## src/rtl/pc_sequencer_pkg.sv

```systemverilog
// pc_sequencer_pkg: shared op encodings, FSM states and depth limits
package pc_sequencer_pkg;

    localparam logic [2:0] OP_SEQ  = 3'd0;
    localparam logic [2:0] OP_JMP  = 3'd1;
    localparam logic [2:0] OP_BRZ  = 3'd2;
    localparam logic [2:0] OP_CALL = 3'd3;
    localparam logic [2:0] OP_RET  = 3'd4;
    localparam logic [2:0] OP_HALT = 3'd5;

    localparam int STACK_PTR_WIDTH_DFLT = 6;
    localparam int MAX_DEPTH = (1 << STACK_PTR_WIDTH_DFLT) - 1;

    typedef enum logic [1:0] {
        ST_UNWIND,
        ST_RUN,
        ST_HALTED,
        ST_FAULT
    } state_t;

endpackage

```

## src/rtl/pc_sequencer_depth_tracker.sv

```systemverilog
// depth_tracker: saturating up/down occupancy counter that deliberately ignores reset
module depth_tracker #(
    parameter int W = 6
) (
    input  logic         clk,
    input  logic         inc,
    input  logic         dec,
    output logic [W-1:0] count,
    output logic         at_max,
    output logic         at_zero
);

    logic [W-1:0] count_q = '0;

    // Count follows the real stack pointer, so it survives reset and saturates at both ends
    always_ff @(posedge clk) begin
        if (inc && !at_max)
            count_q <= count_q + W'(1);
        else if (dec && !at_zero)
            count_q <= count_q - W'(1);
    end

    assign count   = count_q;
    assign at_max  = count_q == '1;
    assign at_zero = count_q == '0;

endmodule

```

## src/rtl/pc_sequencer.sv

```systemverilog
// pc_sequencer: program counter and call-stack control with depth tracking and reset unwind
module pc_sequencer
    import pc_sequencer_pkg::*;
#(
    parameter int INSTRUCTION_ADDR_SIZE = 10,
    parameter int STACK_PTR_WIDTH = 6
) (
    input  logic                             clk,
    input  logic                             rst,
    input  logic                             stall,
    input  logic [2:0]                       op,
    input  logic                             zero,
    input  logic [INSTRUCTION_ADDR_SIZE-1:0] target,
    input  logic [INSTRUCTION_ADDR_SIZE-1:0] ret_addr,
    output logic [INSTRUCTION_ADDR_SIZE-1:0] pc,
    output logic [INSTRUCTION_ADDR_SIZE-1:0] cs_addr,
    output logic                             cs_push,
    output logic                             cs_en,
    output logic [STACK_PTR_WIDTH-1:0]       depth,
    output logic                             halted,
    output logic                             fault
);

    state_t                           state_q, state_d;
    logic [INSTRUCTION_ADDR_SIZE-1:0] pc_q, pc_d, pc_inc;
    logic                             fault_q, fault_d, halted_q, halted_d;
    logic                             at_max, at_zero;

    assign pc_inc = pc_q + INSTRUCTION_ADDR_SIZE'(1);

    depth_tracker #(.W(STACK_PTR_WIDTH)) u_depth (
        .clk     (clk),
        .inc     (cs_en && cs_push),
        .dec     (cs_en && !cs_push),
        .count   (depth),
        .at_max  (at_max),
        .at_zero (at_zero)
    );

    // State, pc and sticky flags; next values come from the control process
    always_ff @(posedge clk) begin
        state_q  <= state_d;
        pc_q     <= pc_d;
        fault_q  <= fault_d;
        halted_q <= halted_d;
    end

    // Next-state, next-pc and stack strobe decode; strobes stay low under reset
    always_comb begin
        state_d  = state_q;
        pc_d     = pc_q;
        fault_d  = fault_q;
        halted_d = halted_q;
        cs_en    = 1'b0;
        cs_push  = 1'b0;
        if (rst) begin
            state_d  = ST_UNWIND;
            pc_d     = '0;
            fault_d  = 1'b0;
            halted_d = 1'b0;
        end else if (state_q == ST_UNWIND) begin
            cs_en   = !at_zero;
            state_d = at_zero ? ST_RUN : ST_UNWIND;
            pc_d    = '0;
        end else if (state_q == ST_RUN && !stall) begin
            case (op)
                OP_JMP:  pc_d = target;
                OP_BRZ:  pc_d = zero ? target : pc_inc;
                OP_CALL: begin
                    cs_en   = !at_max;
                    cs_push = !at_max;
                    pc_d    = at_max ? pc_q : target;
                    fault_d = at_max;
                    state_d = at_max ? ST_FAULT : ST_RUN;
                end
                OP_RET: begin
                    cs_en   = !at_zero;
                    pc_d    = at_zero ? pc_q : ret_addr;
                    fault_d = at_zero;
                    state_d = at_zero ? ST_FAULT : ST_RUN;
                end
                OP_HALT: begin
                    halted_d = 1'b1;
                    state_d  = ST_HALTED;
                end
                default: pc_d = pc_inc;
            endcase
        end
    end

    assign pc      = pc_q;
    assign cs_addr = pc_inc;
    assign fault   = fault_q;
    assign halted  = halted_q;

endmodule

```

## config.mk

```make
export PLATFORM = sky130hd
export DESIGN_NAME = pc_sequencer
export DESIGN_NICKNAME = d
export VERILOG_FILES = /design/src/rtl/pc_sequencer_pkg.sv /design/src/rtl/pc_sequencer_depth_tracker.sv /design/src/rtl/pc_sequencer.sv
export SDC_FILE = /design/constraint.sdc
export NUM_CORES = 1
export LEC_CHECK = 0
export CELL_PAD_IN_SITES_DETAIL_PLACEMENT = 2
export CELL_PAD_IN_SITES_GLOBAL_PLACEMENT = 2
export CORE_MARGIN = 1.5
export CORE_UTILIZATION = 26
export CTS_CLUSTER_DIAMETER = 50
export CTS_CLUSTER_SIZE = 30
export DETAILED_ROUTE_END_ITERATION = 7
export PLACE_DENSITY = 0.85
export SYNTH_ARGS = -nofsm -noshare
export SYNTH_HDL_FRONTEND = slang
export SYNTH_HIERARCHICAL = 1
export SYNTH_SLANG_ARGS = --single-unit
```

## constraint.sdc

```tcl
create_clock -name clk -period 10.35 [get_ports clk]
set_input_delay 3.105 -clock clk [delete_from_list [all_inputs] [get_ports clk]]
set_output_delay 3.105 -clock clk [all_outputs]
set_load 0.02 [all_outputs]
```

## Yosys cells after proc, flatten, opt, wreduce, memory -nomap -nowiden

Index checks and enable logic that the tools add are counted.

| word-level totals | value |
|---|---|
| register bits | 20 |
| bits of input ports | 27 |
| output and inout port bits | 30 |
| logic and storage cells | 60 |

| operators by class | value |
|---|---|
| $add $sub $neg | 3 |
| equal/unequal tests | 9 |
| mux-type cells | 21 |
| bitwise gates (word level) | 2 |
| reduce and logical (&&, ||, !) cells | 20 |

Operator list:

| kind | count |
|---|---|
| 10-bit one-hot mux with 5 select lines | 1 |
| 10-bit two-way mux | 3 |
| 6-bit two-way mux | 2 |
| 10-bit by 1-bit adder with 10-bit output (second input constant) | 1 |
| 1-bit two-way mux | 8 |
| 2-bit two-way mux | 4 |
| 6-bit by 1-bit adder with 6-bit output (second input constant) | 1 |
| 3-bit by 2-bit == test with 1-bit output (second input constant) | 2 |
| 3-bit == test (second input constant) | 2 |
| 6-bit == test (second input constant) | 1 |
| 6-bit zero test | 1 |
| 2-bit one-hot mux with 3 select lines | 1 |
| 3-bit AND reduction | 2 |
| 2-bit nonzero test | 3 |
| 6-bit by 1-bit subtractor with 6-bit output (second input constant) | 1 |
| 1-bit logical AND | 5 |
| 1-bit zero test | 4 |
| 2-bit inequality test (second input constant) | 2 |
| 1-bit one-hot mux with 2 select lines | 2 |
| 4-bit AND reduction | 1 |
| 4-bit nonzero test | 1 |
| 3-bit by 1-bit == test with 1-bit output (second input constant) | 1 |
| 2-bit by 1-bit == test with 1-bit output (second input constant) | 1 |
| 2-bit zero test | 1 |
| other kinds (3) | 4 |

## Depth between registers and ports, before layout

| logic depth | value |
|---|---|
| word-level depth | 11 |
| mapped depth | 11 |
| mapped depth without buffers | 11 |

## Modules after synthesis

The synthesis kept the hierarchy.

By module, submodules not included:

| module | instances | cells each | area an instance (um^2) | seq. area each (um^2) |
|---|---|---|---|---|
| pc_sequencer | 1 | 126 | 1004.7 | 280.3 |
| depth_tracker | 1 | 34 | 401.6 | 180.2 |

## Worst setup path before layout

OpenSTA, ideal clock, no wires.

| timing | value |
|---|---|
| kind | in2out |
| start point | input port stall |
| end point | output port cs_en |
| arrival | 4225 ps |
| required time | 7245 ps |
| path slack | 3020 ps |
| stages on the path | 3 |
| buffers on the path | 0 |
| cells stage by stage | or3b_1 or3_4 a21oi_1 |

| on the way | value |
|---|---|
| word-level cells in the longest chain between the ends | 5 |

RTL lines:

| item | line | RTL |
|---|---|---|
| start, declared | pc_sequencer.sv:10 | `input logic stall,` |
| 1-bit zero test | pc_sequencer.sv:65 | `end else if (state_q == ST_RUN && !stall) begin` |
| 1-bit logical AND | pc_sequencer.sv:65 |  |
| 1-bit two-way mux | pc_sequencer.sv:65 |  |
| 1-bit two-way mux | pc_sequencer.sv:61 | `end else if (state_q == ST_UNWIND) begin` |
| 1-bit two-way mux | pc_sequencer.sv:56 | `if (rst) begin` |
| end, declared | pc_sequencer.sv:18 | `output logic cs_en,` |

Every way passes these cells.

## Worst setup path in the final report

| timing | value |
|---|---|
| start point | input port op[2] |
| end point | output port cs_en |

| on the way | value |
|---|---|
| word-level cells in the longest chain between the ends | 5 |
| elaborated cells between the ends (all ways) | 6 |
| those cells by class | eq/ne: 2; mux: 4 |

RTL lines:

| item | line | RTL |
|---|---|---|
| start, declared | pc_sequencer.sv:11 | `input logic [2:0] op,` |
| 3-bit == test / 3-bit by 2-bit == test with 1-bit output (equally long branches) | pc_sequencer.sv:66 | `case (op)` |
| 1-bit one-hot mux with 2 select lines (*) | pc_sequencer.sv:66 |  |
| 1-bit two-way mux (*) | pc_sequencer.sv:65 |  |
| 1-bit two-way mux (*) | pc_sequencer.sv:61 |  |
| 1-bit two-way mux (*) | pc_sequencer.sv:56 |  |

Mark *: on every way between the ends. The rest lies on a longest branch, timed or not.

==> run summary <==
Setup crit start = op[2]
nature of the critical path endpoint = output pin
Max FO, Critical Path = 9
Worst Setup EP = cs_en
setup TNS = 0 ns
Clock Latency Late Sink = 0.27 ns
Placer Congestion = 0.768
die span in y = 76.5 µm
Die X = 76.5 µm
clock share of power = 0.199
fin util = 0.403
Comb pwr share = 0.398
GRT Residual Overflow = 0
first-pass GRT wire length = 8.31 mm
vias per std cell = 5.22
# Post-CTS Setup Buffers = 0
fin crit period = 8.27 ns
Top FF cell, synth = dfxtp_1
I/O pin count = 57
flop-to-flop setup slack = 7.26 ns
hold-critical path depth = 2
# hold bufs at CTS = 0
measured slew at the worst slew-check pin = 0.720 ns
Net Sw Frac = 0.348
gr usage total = 0.177
Avg Inst Size Synth = 8.79 µm²
Synth async-reset ratio = 0
initial core utilization = 0.272
largest net degree at the start of global routing = 13
first-pass detailed-route iteration total = 4
reg-to-reg critical path startpoint = u_depth/count[1]
CTS clk-pin slew, worst paths = 0.08 ns
crit start category = input port
Critical Path AT = 5.17 ns
placed wire-length estimate = 4.05 mm
Core ar. = 5170 µm²
mapped cell area = 1410 µm²
via count = 1,497
die area = 5860 µm²
final wirelength = 5.09 mm
hold slack = 0.516 ns
Critical Path RT = 7.25 ns
worst-case clock buffer depth = 2
Worst slew margin = 0.518
max_cap viols = 0
initial antenna violation count = 0
CTS Buf Count = 3
post-route clock period utilization = 0.799
synth warn = 6
Power Dens Cells = 132 nW/µm²
DRC violations left = 0
PortBufs = 56
RSZ-0062 raised after global routing = no
layout cell share with drive strength beyond 1 = 0.0737
Highest Clock Rate = 121 MHz
Final nets = 251
Fin. Hold Viols = 0
CTS tree = built
Sequential Area = 460 µm²
Seq/Total Area, Yosys = 0.327
register share of total power = 0.403
Max Slew Vio Count = 0
internal power = 179 µW
Setup CP Type = in -> out
First DRT Iteration DRCs = 41
Routed Antenna Nets = 0
vias in the first global route = 1,606
area growth from synthesis to layout = 48.1%
Gate Count Post-Synth = 160
Synth Register Bits = 20
area of the multi-input gates = 903 µm²
Final setup viols = 0
reg2reg path depth = 11
Min-Delay Path Class = reg -> reg
Syn Nets = 193
post-DR wirelength/cell = 17.7 µm
CTS sink cnt = 20
antenna cells = 0
Psw = 95.4 µW
run status = complete, no violations
CTS root buf = clkbuf_8
reg2reg end = u_depth/count[5]
Leak Pwr = 0.000701 µW
Clock Skew = 0.00953 ns
Synth cell types = 46
maximum VDD drop = 0.105 mV
Resized cells post-CTS = 0
H-tree Lvls = 1
number of flops mapped to enable cells by yosys = 6
Placement Rows = 26
FILL cells = 572
## cells in the final DEF, fill, tap and decap left out, drive strengths merged, types with 4 or more instances in the layout
cell	count
xnor2	7
a21oi	20
inv	7
a32o	5
o21ai	17
clkdlybuf4s50	56
nand2	6
edfxtp	6
ha	5
a221oi	4
or2	4
nor2	13
dfxtp	14
nand3	5
nor3	5
## area by class of cell
cell class,count,area share
multi-input cells,130,0.434
clock inverters,1,0.00180
inverters,7,0.0126
well taps,70,0.0420
clock buffers,3,0.0198
repair buffers,56,0.269
flip-flops and latches,20,0.221
## metal layers
layer  GRT usage  up-vias  part of all wire
li1            -      734                 -
met1       0.215      735              0.45
met2       0.325       26              0.52
met3      0.0311        2             0.022
met4      0.0315        0            0.0028
met5           0        -                 0
## logic make-up after synthesis
| kind of cell | after synthesis | synth area share |
|---|---|---|
| AO/OA/AOI/OAI | 61 | 0.286 |
| AND/OR/NAND/NOR | 54 | 0.242 |
| flip-flops | 20 | 0.327 |
| buffers and inverters | 10 | 0.0302 |
| XOR/XNOR | 9 | 0.0561 |
| adder cells (fa/ha/maj) | 6 | 0.0587 |
## power by group through the flow
stage	clock [µW]	combinational, µW	sequential, µW
after floorplan	0	53.8	120
after global placement	0	105	112
after detailed placement	0	110	113
after CTS	56.1	111	111
after global routing	58.8	118	113
final	54.6	109	111
## worst min path at each step
stage                           from         end  slack, ns
final                         halted      halted       0.52
after global routing          halted      halted       0.54
after CTS                     halted      halted       0.53
after detailed placement      halted      halted       0.50
after global placement        halted      halted       0.48
after floorplan           state_q[0]  state_q[0]       0.51
## worst max-delay path, stage by stage
cell and delay [ns]:
clkdlybuf4s50_1 0.62, or3b_4 0.45, o21ai_1 0.13, nand2_1 0.09
a21oi_1 0.15, clkdlybuf4s50_1 0.62
## synth_stat cells, drive strengths merged (2+ instances only)
master  instances  area share
nor4            2      0.0089
a32o            5       0.036
a32oi           3       0.019
nand4           3       0.013
and4            2       0.012
dfxtp          14        0.20
xnor2           7       0.044
inv             7       0.019
nand2           6       0.016
or2             4       0.018
o21a            2       0.011
edfxtp          6        0.13
nor2           13       0.035
buf             3       0.012
nand3b          3       0.016
nor2b           2      0.0089
ha              5       0.044
nand3           5       0.021
nor3            5       0.025
o21ai          17       0.063
nor3b           3       0.027
a21oi          20       0.071
o31a            2       0.012
a221oi          4       0.025
or3b            2       0.014
a21o            2       0.011
xor2            2       0.012
## flip-flops by register name, indices dropped and copies added, names as in the netlist
| signal | cells |
|---|---|
| fault | 1 |
| halted | 1 |
| pc | 10 |
| state_q | 2 |
| u_depth/count | 6 |
## per-stage QoR
stage               power (µW)  cell area [µm²]  instances  worst slack (ns)
CTS                        278             2080        287              2.05
detailed placement         223             2040        283              2.07
finish                     274             2080        287              2.08
global route               290             2080        287              1.97
global placement           217             2040        283              2.07
floorplan                  174             1410        160              3.02
Power figures use the tool's default switching activity.
